## src/rtl/arrow_lane_sequencer.sv

```systemverilog
// Arrow lane sequencer: scrolls one player's arrow slots, pulls chart steps over valid/ready
// and judges button presses against the hit window around EXCELLENT_SLOT.
module arrow_lane_sequencer #(
  parameter int unsigned NUM_SLOTS        = 26,
  parameter int unsigned STEP_FRAMES      = 4,
  parameter int unsigned EXCELLENT_SLOT   = 23,
  parameter int unsigned INDICATOR_FRAMES = 30,
  parameter int unsigned SCORE_W          = 16
) (
  input  logic                   clock,
  input  logic                   resetn,
  input  logic                   start,
  input  logic                   frame_tick,
  input  logic                   chart_valid,
  input  logic [2:0]             chart_arrow,
  input  logic                   chart_last,
  output logic                   chart_ready,
  input  logic [4:0]             buttons,
  output logic [3*NUM_SLOTS-1:0] arrow_array,
  output logic [1:0]             indicator,
  output logic [SCORE_W-1:0]     score,
  output logic                   busy,
  output logic                   done
);
  localparam int unsigned AW   = 3 * NUM_SLOTS;
  localparam int unsigned CntW = (STEP_FRAMES > 1) ? $clog2(STEP_FRAMES) : 1;
  localparam int unsigned TmrW = $clog2(INDICATOR_FRAMES + 1);
  localparam int unsigned ExLo = 3 * EXCELLENT_SLOT;
  localparam int unsigned EaLo = 3 * (EXCELLENT_SLOT - 1);
  localparam int unsigned LaLo = 3 * (EXCELLENT_SLOT + 1);

  typedef enum logic [1:0] {StIdle, StRun, StDrain} state_e;

  state_e             state_q, state_d;
  logic [CntW-1:0]    cnt_q, cnt_d;
  logic [AW-1:0]      arr_q, arr_d;
  logic [1:0]         ind_q, ind_d;
  logic [TmrW-1:0]    tmr_q, tmr_d;
  logic [SCORE_W-1:0] score_q, score_d;
  logic [4:0]         btn_q, pend_q, pend_d;
  logic               done_q, done_d, shifted_q, shifted_d;

  logic               step, xfer, ind_wr;
  logic [4:0]         edges, judge_vec;
  logic [2:0]         code, slot0_in;
  logic [1:0]         ind_val, pts;
  logic [SCORE_W:0]   score_sum;

  function automatic logic [2:0] press_code(input logic [4:0] vec);
    case (vec)
      5'b00001: return 3'b110;
      5'b00010: return 3'b010;
      5'b00100: return 3'b001;
      5'b01000: return 3'b011;
      5'b10000: return 3'b100;
      default:  return 3'b000;
    endcase
  endfunction

  assign busy        = (state_q != StIdle);
  assign step        = busy && frame_tick && (cnt_q == CntW'(STEP_FRAMES - 1));
  assign chart_ready = (state_q == StRun) && step;
  assign xfer        = chart_valid && chart_ready;
  assign edges       = buttons & ~btn_q;

  always_comb begin
    state_d   = state_q;
    cnt_d     = cnt_q;
    arr_d     = arr_q;
    ind_d     = ind_q;
    tmr_d     = tmr_q;
    score_d   = score_q;
    pend_d    = pend_q;
    done_d    = 1'b0;
    shifted_d = 1'b0;
    judge_vec = '0;
    code      = '0;
    slot0_in  = '0;
    ind_wr    = 1'b0;
    ind_val   = '0;
    pts       = '0;
    score_sum = '0;

    if (frame_tick && (tmr_q != '0)) begin
      tmr_d = tmr_q - 1'b1;
      if (tmr_q == TmrW'(1)) ind_d = 2'b00;
    end

    unique case (state_q)
      StIdle: begin
        arr_d  = '0;
        cnt_d  = '0;
        pend_d = '0;
        if (start) begin
          state_d = StRun;
          score_d = '0;
          ind_d   = '0;
          tmr_d   = '0;
        end
      end
      StRun, StDrain: begin
        if (frame_tick) cnt_d = step ? '0 : cnt_q + 1'b1;
        if (step) begin
          if (xfer && (chart_arrow != 3'b101) && (chart_arrow != 3'b111)) slot0_in = chart_arrow;
          arr_d     = {arr_q[AW-4:0], slot0_in};
          shifted_d = 1'b1;
          if (arr_q[AW-1 -: 3] != 3'b000) begin
            ind_wr  = 1'b1;
            ind_val = 2'b01;
          end
          // Edges on a step cycle wait one cycle so they see the shifted array.
          if (edges != '0) pend_d = edges;
          if (xfer && chart_last) state_d = StDrain;
        end else begin
          judge_vec = (edges != '0) ? edges : pend_q;
          pend_d    = '0;
          code      = press_code(judge_vec);
          if (judge_vec != '0) begin
            ind_wr = 1'b1;
            if ((judge_vec & (judge_vec - 5'd1)) != '0) begin
              ind_val = 2'b01;
            end else if (arr_q[ExLo +: 3] == code) begin
              arr_d[ExLo +: 3] = 3'b000;
              ind_val          = 2'b11;
              pts              = 2'd2;
            end else if (arr_q[EaLo +: 3] == code) begin
              arr_d[EaLo +: 3] = 3'b000;
              ind_val          = 2'b10;
              pts              = 2'd1;
            end else if (arr_q[LaLo +: 3] == code) begin
              arr_d[LaLo +: 3] = 3'b000;
              ind_val          = 2'b10;
              pts              = 2'd1;
            end else begin
              ind_val = 2'b01;
            end
          end
        end
        if ((state_q == StDrain) && shifted_q && (arr_q == '0)) begin
          state_d = StIdle;
          done_d  = 1'b1;
        end
      end
      default: state_d = StIdle;
    endcase

    if (ind_wr) begin
      ind_d = ind_val;
      tmr_d = TmrW'(INDICATOR_FRAMES);
    end
    if (pts != '0) begin
      score_sum = {1'b0, score_q} + (SCORE_W + 1)'(pts);
      score_d   = score_sum[SCORE_W] ? '1 : score_sum[SCORE_W-1:0];
    end
  end

  always_ff @(posedge clock) begin
    if (!resetn) begin
      state_q   <= StIdle;
      cnt_q     <= '0;
      arr_q     <= '0;
      ind_q     <= '0;
      tmr_q     <= '0;
      score_q   <= '0;
      btn_q     <= '0;
      pend_q    <= '0;
      done_q    <= 1'b0;
      shifted_q <= 1'b0;
    end else begin
      state_q   <= state_d;
      cnt_q     <= cnt_d;
      arr_q     <= arr_d;
      ind_q     <= ind_d;
      tmr_q     <= tmr_d;
      score_q   <= score_d;
      btn_q     <= buttons;
      pend_q    <= pend_d;
      done_q    <= done_d;
      shifted_q <= shifted_d;
    end
  end

  assign arrow_array = arr_q;
  assign indicator   = ind_q;
  assign score       = score_q;
  assign done        = done_q;

endmodule

```

## config.mk

```make
export PLATFORM = sky130hd
export DESIGN_NAME = arrow_lane_sequencer
export DESIGN_NICKNAME = d
export VERILOG_FILES = /design/src/rtl/arrow_lane_sequencer.sv
export SDC_FILE = /design/constraint.sdc
export NUM_CORES = 1
export LEC_CHECK = 0
export CAP_MARGIN = 20
export CELL_PAD_IN_SITES_DETAIL_PLACEMENT = 1
export CELL_PAD_IN_SITES_GLOBAL_PLACEMENT = 1
export CORE_MARGIN = 4
export CORE_UTILIZATION = 41
export DETAILED_ROUTE_END_ITERATION = 8
export GPL_TIMING_DRIVEN = 0
export PLACE_DENSITY = 0.91
export SYNTH_ARGS = -nofsm -noshare
export SYNTH_HDL_FRONTEND = slang
export SYNTH_SLANG_ARGS = --single-unit
```

## constraint.sdc

```tcl
create_clock -name clock -period 12.49 [get_ports clock]
set_clock_uncertainty 0.2 [all_clocks]
set_input_delay 1.249 -clock clock [delete_from_list [all_inputs] [get_ports clock]]
set_output_delay 1.249 -clock clock [all_outputs]
set_load 0.01 [all_outputs]
```

==> out/metrics.yaml <==
gp_congestion: 0.871
wire_per_inst_um: 22.5
cp_cell_sequence: "clkdlybuf4s50_1 > and2b_1 > nor2_2 > a41o_1 > mux2i_2 > or3_1 > nand4_2 > a211oi_1 > ha_1 > inv_1 > fa_1 > nand3b_1 > or2_1 > nor3_1 > nand2_1 > nor2_1 > nand4_1 > clkbuf_1 > o21a_1 > a21oi_1 > a21o_1"
diodes: 0
clkTransAtPathRegs_ns: 0.05
grt_start_max_net_pins: 17
stdcell_count: 805
drtAntennaViolNets: 0
synthCells: 522
finalMaxSlewViolations: 0
dieArea_um2: 13900
p_leak_nw: 2.62
core_um2: 11700
arrival_ns: 6.65
hold_violations: 0
fin_area_um2: 6860
min_period_ns: 6.49
dpl_worst_slack_ns: 5.62
initial_core_util: 0.426
syn-num-nets: 546
r2r_slack_ns: 6.96
critPathLaunch: "buttons[4]"
yosysSeqAreaShare: 0.471
p_sw_mw: 0.234
cts_sinks: 117
first_global_vias: 5182
grt_pass1_wl_um: 29300
hpwl_um: 12400
synth_warnings: 0
synth_area_um2: 4970
ys_seq_elements: 117
finalSetupViolations: 0
htree_levels: 4
clk_latency_ns: 0.42
maxSlewHeadroom: 0.460
rsz0062_at_grt: "no"
cts_resized: 0
netSwitchingFraction: 0.238
critPathMaxStageDelay_ns: 0.45
postCtsSetupBuffers: 0
layout-drive-gt1-share: 0.0619
via_count: 4968
intPower_mw: 0.746
p_clk_frac: 0.530
synth_area_leaders: "dfxtp_1 (47%), a22o_1 (12%), a21oi_1 (2.9%)"
synth_top_cell_area_share: 0.471
antenna_found_initial: 0
min-delay-start: "cnt_q[1]"
seqPwrFrac: 0.390
cts_hold_buffers: 0
status: "complete, no violations"
synth-edff-count: 0
die_y_um: 118
syn_area_per_cell_um2: 9.52
tns_ns: 0
crit_path_end_kind: "flop"
max_freq_ghz: 0.154
ys_top_cells_by_count: "dfxtp_1 (117), a22o_1 (67), nor2_1 (38), nand2_1 (34), a21oi_1 (29)"
finalWorstSetupSlack_ns: 6.00
grt.overflow.total: 0
final_util: 0.588
nNetsFinal: 675
dpl_cell_area_um2: 6250
clk_path_buf_depth: 2
die_x_um: 118
tightest_slew_ns: 0.807
worstSetupPathType: "primary input to flop"
yosysUniqueCellTypes: 57
viasPerCell: 6.17
hp-class: "flop to flop"
critical_path_peak_fanout: 10
rows: 39
drt_pre_antenna_iters: 7
synth_top_area_cell: "dfxtp_1"
synth_top_flop_cell: "dfxtp_1"
cts_buffers: 17
worst-path-buf-inv: 3
period_share: 0.520
areaGrowthSynthToFinish_pct: 38.1
drc: 0
ios: 113
cts_tree: "done"
io_buffers: 110
async_flop_share: 0
max_cap_violations: 0
p_per_area_nw_per_um2: 143
peakVddDrop_uv: 91.9
drtIter0Drc: 411
startpoint_type: "primary input"
cts_root_buf: "clkbuf_16"
r2r-start: "btn_q[2]"
grt.total_usage: 0.263
crit_path_top_delay_cell: "clkdlybuf4s50_1"
synth_most_common_cell: "dfxtp_1"
place_inst: 775
cp.required_ns: 12.65
wl_um: 18100
cp_top_family: "simple AND/OR/NAND/NOR gates"
p_comb_frac: 0.079
==> stage by stage <==
step / power [mW] / hold WS (ns)
2_1_floorplan: 0.441 / 0.258
3_3_place_gp: 0.460 / 0.272
3_5_place_dp: 0.465 / 0.293
4_1_cts: 0.978 / 0.307
5_1_grt: 1.01 / 0.351
6_report: 0.979 / 0.307
==> cell usage in the layout (no fill, tap or decap), types with 10 or more instances in the layout <==
| cell | netlist | final |
|---|---|---|
| nand4_1 | 10 | 10 |
| a22o_1 | 67 | 67 |
| nor3_1 | 14 | 14 |
| o21ai_0 | 11 | 11 |
| nand2_1 | 34 | 34 |
| a21oi_1 | 29 | 29 |
| nor2_1 | 38 | 38 |
| clkbuf_1 | 19 | 20 |
| a21o_1 | 12 | 12 |
| nand3_1 | 15 | 15 |
| clkdlybuf4s50_1 | 0 | 110 |
| dfxtp_1 | 117 | 117 |
| nor4_1 | 18 | 18 |
| clkbuf_16 | 0 | 17 |
| inv_1 | 10 | 10 |
==> power groups by stage <==
stage	combinational (mW)	clock [mW]	sequential, mW
3_5_place_dp	0.0753	0	0.390
5_1_grt	0.0852	0.538	0.382
2_1_floorplan	0.0519	0	0.389
4_1_cts	0.0771	0.519	0.382
3_3_place_gp	0.0708	0	0.389
6_report	0.0778	0.519	0.382
==> kinds of logic after synthesis <==
group	Yosys count	share of synthesized area
AND/OR/NAND/NOR	174	0.183
AO/OA/AOI/OAI	168	0.259
flip-flops	117	0.471
buffers and inverters	36	0.0282
XOR/XNOR	13	0.0229
adder cells (fa/ha/maj)	10	0.0267
multiplexers	4	0.00881
==> flip-flops by register name (all words and copies together) (netlist names) <==
register and flops:
shifted_q 1, btn_q 5, score 16, pend_q 5
arrow_array 78, tmr_q 5, cnt_q 2, done 1
indicator 2, state_q 2
==> final cells by class <==
| cell class | count | area [µm²] |
|---|---|---|
| plain buffers | 25 | 98.8 |
| clock buffers | 20 | 457 |
| clock inverters | 10 | 155 |
| fillers | 1299 | 4800 |
| inverters | 11 | 41.3 |
| multi-input cells | 369 | 2490 |
| flip-flops and latches | 117 | 2340 |
| well taps | 143 | 179 |
| repair buffers | 110 | 1100 |
==> routing by layer <==
layer / track usage / up-vias / part of all wire
met5: 0 / - / 0
met4: 0.102 / 0 / 0.026
met3: 0.0591 / 41 / 0.051
met2: 0.454 / 178 / 0.50
met1: 0.316 / 2523 / 0.42
li1: - / 2226 / -
==> worst min-delay path: cells and delay by family, from the launching register on <==
family | cells | cell delay, ns
compound gates | 1 | 0.07
flops | 1 | 0.33
simple gates | 1 | 0.08
==> path summary, 6_finish.rpt <==
kind                                  end  depth (start not counted)
worst max-delay path            score[11]                         21
worst min-delay path             cnt_q[1]                          2
worst max register to register  score[11]                         20
worst min register to register   cnt_q[1]                          2
Power figures use the tool's default switching activity.
